[src/rtl/pot_scan.sv]
// rtl/pot_scan.sv - round-robin six-pot SPI A2D scanner
//
// Ports:
//   clk        system clock, all state on rising edge
//   rst        asynchronous active-high reset
//   SS_n       A2D chip select, active-low
//   SCLK       SPI clock, idles high
//   MOSI       SPI command data, MSB first
//   MISO       SPI result data, MSB first
//   POT_LP..VOLUME  registered 12-bit pot values
//   scan_done  one-clk pulse after VOLUME is written
module pot_scan #(
    parameter int SCLK_DIV = 32
) (
    input  logic        clk,
    input  logic        rst,
    output logic        SS_n,
    output logic        SCLK,
    output logic        MOSI,
    input  logic        MISO,
    output logic [11:0] POT_LP,
    output logic [11:0] POT_B1,
    output logic [11:0] POT_B2,
    output logic [11:0] POT_B3,
    output logic [11:0] POT_HP,
    output logic [11:0] VOLUME,
    output logic        scan_done
);

    localparam int PW = $clog2(SCLK_DIV);
    localparam logic [PW-1:0] PH_LAST = PW'(SCLK_DIV - 1);
    localparam logic [PW-1:0] PH_HALF = PW'(SCLK_DIV / 2);

    // GAP2 doubles as the store state: the pot write happens on entry.
    typedef enum logic [2:0] {IDLE, FRAME1, GAP1, FRAME2, GAP2} state_t;

    state_t        state;
    logic [PW-1:0] ph;         // position inside the current SCLK period / gap
    logic [4:0]    nbit;       // SCLK rising edges completed in this frame
    logic [2:0]    idx;
    logic [14:0]   cmd_sr;     // command bits still to send; bit 15 goes out at SS_n fall
    logic [11:0]   rx_sr;      // upper four result bits shift out the top and are ignored
    logic [11:0]   pot [6];
    logic          done_pend;

    logic [PW-1:0] ph_next;
    logic [15:0]   cmd;

    function automatic logic [2:0] chan_of(input logic [2:0] i);
        case (i)
            3'd0:    chan_of = 3'd1;
            3'd1:    chan_of = 3'd0;
            3'd2:    chan_of = 3'd4;
            3'd3:    chan_of = 3'd2;
            3'd4:    chan_of = 3'd3;
            default: chan_of = 3'd7;
        endcase
    endfunction

    assign ph_next = (ph == PH_LAST) ? '0 : ph + 1'b1;
    assign cmd     = {2'b00, chan_of(idx), 11'h000};

    assign POT_LP = pot[0];
    assign POT_B1 = pot[1];
    assign POT_B2 = pot[2];
    assign POT_B3 = pot[3];
    assign POT_HP = pot[4];
    assign VOLUME = pot[5];

    always_ff @(posedge clk or posedge rst) begin
        if (rst) begin
            state     <= IDLE;
            SS_n      <= 1'b1;
            SCLK      <= 1'b1;
            MOSI      <= 1'b0;
            ph        <= '0;
            nbit      <= '0;
            idx       <= '0;
            cmd_sr    <= '0;
            rx_sr     <= '0;
            done_pend <= 1'b0;
            scan_done <= 1'b0;
            for (int i = 0; i < 6; i++) pot[i] <= '0;
        end else begin
            scan_done <= done_pend;
            done_pend <= 1'b0;
            case (state)
                IDLE, GAP1, GAP2: begin
                    // Gap lasts exactly SCLK_DIV clks; IDLE starts at once.
                    if (state == IDLE || ph == PH_LAST) begin
                        SS_n   <= 1'b0;
                        SCLK   <= 1'b1;
                        MOSI   <= cmd[15];
                        cmd_sr <= cmd[14:0];
                        rx_sr  <= '0;
                        ph     <= '0;
                        nbit   <= '0;
                        state  <= (state == GAP1) ? FRAME2 : FRAME1;
                    end else begin
                        ph <= ph + 1'b1;
                    end
                end
                FRAME1, FRAME2: begin
                    ph <= ph_next;
                    if (nbit != 5'd16) begin
                        if (ph_next == PH_HALF) begin
                            SCLK <= 1'b0;
                            // MOSI already holds bit 15 for the first falling edge.
                            if (nbit != 5'd0) begin
                                MOSI   <= cmd_sr[14];
                                cmd_sr <= {cmd_sr[13:0], 1'b0};
                            end
                        end else if (ph_next == '0) begin
                            SCLK  <= 1'b1;
                            rx_sr <= {rx_sr[10:0], MISO};
                            nbit  <= nbit + 1'b1;
                        end
                    end else if (ph_next == PH_HALF) begin
                        // Half a period after the 16th rising edge the frame ends.
                        SS_n <= 1'b1;
                        MOSI <= 1'b0;
                        ph   <= '0;
                        if (state == FRAME1) begin
                            state <= GAP1;
                        end else begin
                            pot[idx] <= rx_sr;
                            state    <= GAP2;
                            if (idx == 3'd5) begin
                                idx       <= '0;
                                done_pend <= 1'b1;
                            end else begin
                                idx <= idx + 1'b1;
                            end
                        end
                    end
                end
                default: state <= IDLE;
            endcase
        end
    end

endmodule

[config.mk]
export PLATFORM = sky130hd
export DESIGN_NAME = pot_scan
export DESIGN_NICKNAME = d
export VERILOG_FILES = /design/src/rtl/pot_scan.sv
export SDC_FILE = /design/constraint.sdc
export NUM_CORES = 1
export LEC_CHECK = 0
export CAP_MARGIN = 20
export CORE_ASPECT_RATIO = 0.8
export CORE_MARGIN = 2
export CORE_UTILIZATION = 47
export DETAILED_ROUTE_END_ITERATION = 16
export MAX_ROUTING_LAYER = met4
export PLACE_DENSITY = 0.74
export SYNTH_ARGS = -nofsm -noshare
export SYNTH_HDL_FRONTEND = slang
export SYNTH_SLANG_ARGS = --single-unit
export TNS_END_PERCENT = 100
[constraint.sdc]
create_clock -name clk -period 10 [get_ports clk]
set_input_delay 2 -clock clk [delete_from_list [all_inputs] [get_ports clk]]
set_output_delay 2 -clock clk [all_outputs]
set_load 0.03 [all_outputs]
==> out/results.tsv, run 1 <==
metric	value	unit
status	complete, no violations	
fillers	756	
cts_hold_buf	0	
synth_top_area_share	58.7	%
insertion_delay	0.34	ns
io_pins	79	
maxCapViolCount	0	
netlist_instances	331	
p_leak	0.00272	uW
antenna_cells	0	
cp_common_cell	ha_1	
synth_edf_count	0	
critPathLaunchType	flop	
powerDensity	140	mW/mm^2
cp.required	10.23	ns
routedWlPerCell	18.3	um
post_drt_via_cell_ratio	5.62	
synth_warnings	0	
synth_top_cell_by_area	dfrtp_1	
ys_ff_latch	109	
cts_resized	0	
drc	0	
cts_tree	yes	
synth_area_leaders	dfrtp_1 (59%), mux2_2 (16%), mux2_4 (3.3%)	
ys_dominant_reg_cell	dfrtp_1	
antenna_found_initial	0	
setup-tns-final	0	ns
grt_use_total	20.5	%
stdcell_count	531	
critPathSlowestCell	nor4_4	
crit_type	reg -> reg	
fin_crit	3.75	ns
hold_viol	0	
syn-num-nets	338	
ys_types	49	
max_slew_margin	29.8	%
coreArea	0.00953	mm^2
crit_path_max_incr_delay	0.97	ns
endpoint_kind	flop	
irDropWorstVdd	0.118	mV
die_area	0.0105	mm^2
layout_common_cells	dfrtp_1 (107), clkdlybuf4s50_1 (78), mux2_2 (66)	
drtIter0Drc	221	
syn2layout_area_growth	27.3	%
dp.cells	515	
hold_path.class	reg -> reg	
crit_arrival	3.97	ns
initial_utilization	47.9	%
grt_max_degree	89	
row_count	32	
synthArstFlopShare	100	%
layout_commonest_cell	dfrtp_1	
place_congestion	0.803	
max_freq	0.267	GHz
cts.root.buffer_cell	clkbuf_16	
buffer_ports.inserted	78	
ant_nets	0	
seq_area_frac_synth	59.8	%
cts_sinks	109	
worst-path-max-fanout	12	
clockBufferDepth	2	
cts_setup_buffers	0	
slew_viol_final	0	
h-tree-depth	3	
grt_first_pass_wirelength	16100	um
path_clk_slew	0.07	ns
setup_violations	0	
dieHeight	92.1	um
rsz0062_at_grt	false	
overflow	0	
vias	2985	
wl	9720	um
first_global_vias	2921	
skew	0.00724	ns
chipWidth	114	um
fin_crit_sh	37.5	%
finalNetCount	415	
dpl.hpwl	6510	um
syn-mean-instance-area	13.8	um^2
path_cells	ha_1, and3_1, ha_1, a31oi_2, or4_1, nor4_4, mux2_2	
cts-buffers-inserted	9	
tightest_slew	1.05	ns
syn_area	0.00456	mm^2
first_pass_iters	5	
drive_above_1_share	26.5	%
[per-layer routing]
layer,part of all wire [%],vias up,GRT usage [%]
li1,-,1360,-
met1,48,1532,29.5
met2,46,83,29.3
met3,4.2,10,3.44
met4,1.7,0,7.72
met5,0,-,-
[per-stage QoR]
stage / hold slack [ns] / utilization [%] / setup slack, ns / cell area, um^2 / total power (uW)
2_1_floorplan: 0.331 / - / 5.13 / 4560 / 456
3_3_place_gp: 0.337 / 57.4 / 6.27 / 5470 / 460
3_5_place_dp: 0.337 / 57.5 / 6.24 / 5480 / 460
4_1_cts: 0.352 / 60.6 / 6.25 / 5780 / 816
5_1_grt: 0.372 / 60.9 / 5.99 / 5810 / 835
6_report: 0.349 / 60.9 / 6.25 / 5810 / 810
[cell usage after synthesis, types with 4 or more instances]
library cell,n
dfrtp_1,107
mux2_2,66
nand2_1,15
a22o_1,11
nor2_1,11
inv_1,10
mux2_4,10
a21oi_1,8
clkbuf_1,7
o21ai_0,7
buf_2,5
nand2b_1,5
ha_1,4
mux2i_1,4
nor2b_1,4
nor3_1,4
o31ai_1,4
[worst paths after layout]
path / from / endpoint / slack, ns / cells past startpoint
max: ph[0]$_DFFE_PP0N_ / POT_B1[0]$_DFFE_PP0P_ / 6.25 / 7
min: done_pend$_DFF_PP0_ / scan_done$_DFF_PP0_ / 0.35 / 0
max reg2reg: ph[0]$_DFFE_PP0N_ / POT_B1[0]$_DFFE_PP0P_ / 6.25 / 7
min reg2reg: done_pend$_DFF_PP0_ / scan_done$_DFF_PP0_ / 0.35 / 0
max in group asynchronous: rst / rx_sr[8]$_DFFE_PP0P_ / 7.03 / 4
min in group asynchronous: rst / POT_B3[1]$_DFFE_PP0P_ / 1.95 / 2
[cell type report]
type	count	area [um^2]	share of cell area, %
Clock buffer	12	256	4.42
Clock inverter	3	45.0	0.776
Inverter	10	40.0	0.690
Multi-Input combinational cell	197	1760	30.4
Sequential cell	109	2730	47.0
Tap cell	119	149	2.56
Timing Repair Buffer	81	823	14.2
[logic make-up (layout without fill, tap and decap cells)]
group | after synthesis | in the layout | synth area share, %
flip-flops | 109 | 109 | 59.8
multiplexers | 80 | 80 | 20.5
AND/OR/NAND/NOR | 63 | 63 | 8.09
AO/OA/AOI/OAI | 48 | 48 | 7.71
buffers and inverters | 25 | 106 | 2.44
adder cells (fa/ha/maj) | 4 | 4 | 1.10
XOR/XNOR | 2 | 2 | 0.384
[worst max-delay path, delay by kind of cell, from the launching register on]
kind                       cells  cell delay [ns]
AOI/OAI and AO/OA              1             0.13
adders and majority gates      2             0.71
DFF                            1             0.43
muxes                          1             0.42
and+or+nand+nor                3             1.94
[sequential cells by signal, summed over array words and instances, names as in the netlist]
signal	cells
nbit	5
SCLK	1
POT_HP	12
idx	3
MOSI	1
SS_n	1
POT_B3	12
scan_done	1
state	3
cmd_sr	4
rx_sr	12
done_pend	1
ph	5
VOLUME	12
POT_B2	12
POT_B1	12
POT_LP	12
[power breakdown]
group,internal [uW],total (uW),switching (uW)
Clock,207,358,151
Combinational,2.32,11.0,8.69
Sequential,441,441,0.417
Total,650,810,160
(Power assumes the default switching activity.)
==> inputs of run 2 (changes only) <==
--- a/config.mk
+++ b/config.mk
@@ -11,7 +11,7 @@
 export CORE_UTILIZATION = 47
 export DETAILED_ROUTE_END_ITERATION = 16
 export MAX_ROUTING_LAYER = met4
-export PLACE_DENSITY = 0.74
+export PLACE_DENSITY = 0.77
 export SYNTH_ARGS = -nofsm -noshare
 export SYNTH_HDL_FRONTEND = slang
 export SYNTH_SLANG_ARGS = --single-unit
==> constraint.sdc (replaced) <==
create_clock -name clk -period 3.2 [get_ports clk]
set_input_delay 0.64 -clock clk [delete_from_list [all_inputs] [get_ports clk]]
set_output_delay 0.64 -clock clk [all_outputs]
set_load 0.03 [all_outputs]
==> run 2 against run 1 <==
  * Routed wire length increased by 3.1%
  * Clock-buffer cell count decreased by 2
  * Via count about the same
  * Sequential share of layout area decreased by 1.2 points
  * Global-route usage increased by 0.37 points
  * Cell area increased by 2.7%
  * Cell count increased by 2.8%
  * Register-to-register slack got worse by 6.1 ns
  * Critical path type unchanged
  * Largest power group unchanged
==> out/results.tsv, run 2 (synthesis results as in run 1) <==
metric	value	unit	change
status	complete, no violations		unchanged
grt_use_total	20.9	%	was 20.5%
max_freq	0.327	GHz	was 0.267 GHz
dieHeight	92.1	um	unchanged
grt_first_pass_wirelength	16300	um	was 16,100 um
p_leak	0.00281	uW	was 0.00272 uW
crit_arrival	3.29	ns	was 3.97 ns
drc	0		unchanged
crit_type	reg -> reg		unchanged
ant_nets	0		unchanged
use_met1	29.0	%	was 29.5%
powerDensity	440	mW/mm^2	was 140 mW/mm^2
regArea	0.00273	mm^2	unchanged
antenna_cells	0		unchanged
setup-tns-final	0	ns	unchanged
wl	10000	um	was 9720 um
met3_usage	4.16	%	was 3.44%
first_pass_iters	4		was 5
fillers	736		was 756
r2r-start	ph[0]$_DFFE_PP0N_		unchanged
fin_crit_sh	95.5	%	was 37.5%
layout_commonest_cell	dfrtp_1		unchanged
cts_setup_buffers	0		unchanged
setup_violations	0		unchanged
max_slew_margin	55.4	%	was 29.8%
fin_crit	3.06	ns	was 3.75 ns
min_from	done_pend$_DFF_PP0_		unchanged
worst-path-max-fanout	10		was 12
finalNetCount	429		was 415
post_drt_via_cell_ratio	5.46		was 5.62
cts_sinks	109		unchanged
cts-buffers-inserted	9		unchanged
buffer_ports.inserted	78		unchanged
skew	0.00504	ns	was 0.00724 ns
endpoint_kind	flop		unchanged
row_count	32		unchanged
rsz0062_at_grt	false		unchanged
cts_tree	yes		unchanged
first_global_vias	3030		was 2,921
routedWlPerCell	18.3	um	about the same
overflow	0		unchanged
layout_common_cells	dfrtp_1 (107), clkdlybuf4s50_1 (78), mux2_2 (66)		unchanged
chipWidth	114	um	unchanged
report.power.total	2630	uW	was 810 uW
detailed_place.area	0.00563	mm^2	was 0.00548 mm^2
r2r_slack	0.14	ns	was 6.25 ns
met2_usage	31.1	%	was 29.3%
final_area	0.00596	mm^2	was 0.00581 mm^2
crit_end	POT_B1[3]$_DFFE_PP0P_		was POT_B1[0]$_DFFE_PP0P_
tightest_slew	0.663	ns	was 1.05 ns
irDropWorstVdd	0.300	mV	was 0.118 mV
antenna_found_initial	0		unchanged
die_area	0.0105	mm^2	unchanged
dp.cells	530		was 515
critPathLaunchType	flop		unchanged
syn2layout_area_growth	30.7	%	was 27.3%
stdcell_count	546		was 531
insertion_delay	0.35	ns	was 0.34 ns
hold_path.class	reg -> reg		unchanged
coreArea	0.00953	mm^2	unchanged
drive_above_1_share	29.5	%	was 26.5%
cts_hold_buf	0		unchanged
initial_utilization	47.9	%	unchanged
cts.root.buffer_cell	clkbuf_16		unchanged
dpl.hpwl	6950	um	was 6510 um
h-tree-depth	3		unchanged
timing.rr.end	POT_B1[3]$_DFFE_PP0P_		was POT_B1[0]$_DFFE_PP0P_
path_clk_slew	0.07	ns	about the same
clockBufferDepth	2		unchanged
grt-busiest-layer	met2		was met1
r2r_cells	9		was 7
vias	2983		was 2,985
cp.required	3.43	ns	was 10.23 ns
io_pins	79		unchanged
hold_viol	0		unchanged
multi_input_area	0.00177	mm^2	was 0.00176 mm^2
place_congestion	0.878		was 0.803
slew_viol_final	0		unchanged
maxCapViolCount	0		unchanged
cp-startpoint	ph[0]$_DFFE_PP0N_		unchanged
hold_ws	0.350	ns	was 0.349 ns
grt_max_degree	45		was 89
drtIter0Drc	134		was 221
run 2: worst max-delay path, stage by stage, from the launching register on:
cell     delay (ns)
dfrtp_1        0.43
ha_1           0.32
and3_1         0.21
ha_1           0.19
a31oi_2        0.08
or4_4          0.60
buf_4          0.19
nor4_4         0.30
buf_4          0.26
mux2_2         0.36
run 2: metal layers:
| metal | wire (um) | part of all wire [%] | vias to the layer above |
|---|---|---|---|
| met3 | 458 | 4.6 | 6 |
| met2 | 4710 | 47 | 75 |
| met4 | 108 | 1.1 | 0 |
| met1 | 4740 | 47 | 1529 |
| li1 | - | - | 1373 |
| met5 | 0 | 0 | - |
run 2: layout make-up:
type | instances | share of cell area [%]
Tap cell | 119 | 2.50
Clock buffer | 10 | 4.01
Sequential cell | 109 | 45.8
Clock inverter | 6 | 1.55
Multi-Input combinational cell | 197 | 29.6
Timing Repair Buffer | 95 | 15.9
Inverter | 10 | 0.692
run 2: report_power, final:
group / leakage [uW] / internal, uW / switching (uW) / total, uW
sequential: 0.00149 / 1380 / 1.48 / 1380
clock: 0.000161 / 714 / 498 / 1210
combinational: 0.00115 / 7.91 / 27.7 / 35.6
run 2: worst min-delay path by stage:
stage | end | slack, ns | depth (start not counted)
floorplan | scan_done$_DFF_PP0_ | 0.33 | 0
global placement | scan_done$_DFF_PP0_ | 0.33 | 0
detailed placement | scan_done$_DFF_PP0_ | 0.34 | 0
CTS | scan_done$_DFF_PP0_ | 0.35 | 0
global route | scan_done$_DFF_PP0_ | 0.36 | 0
finish | scan_done$_DFF_PP0_ | 0.35 | 0
run 2: what timing repair did:
| item | in CTS | in global routing |
|---|---|---|
| endpoints found under the hold margin | 0 | 0 |
| gates resized for setup | 0 | 1 |
| endpoints found under the setup margin | 0 | 34 |
run 2: metrics by stage:
stage	setup WS (ns)	utilization, %
after CTS	0.0418	62.6
final	0.144	62.6
after global placement	0.226	59.0
after floorplan	0.383	-
after detailed placement	0.0636	59.1
after global routing	0.0390	62.6
==> inputs of run 3 (changes only) <==
--- a/config.mk
+++ b/config.mk
@@ -5,6 +5,7 @@
 export SDC_FILE = /design/constraint.sdc
 export NUM_CORES = 1
 export LEC_CHECK = 0
+export ABC_CLOCK_PERIOD_IN_PS = 3200
 export CAP_MARGIN = 20
 export CORE_ASPECT_RATIO = 0.8
 export CORE_MARGIN = 2
==> results of run 3 <==
Final layout, timing and power as in run 2 (identical DEF).
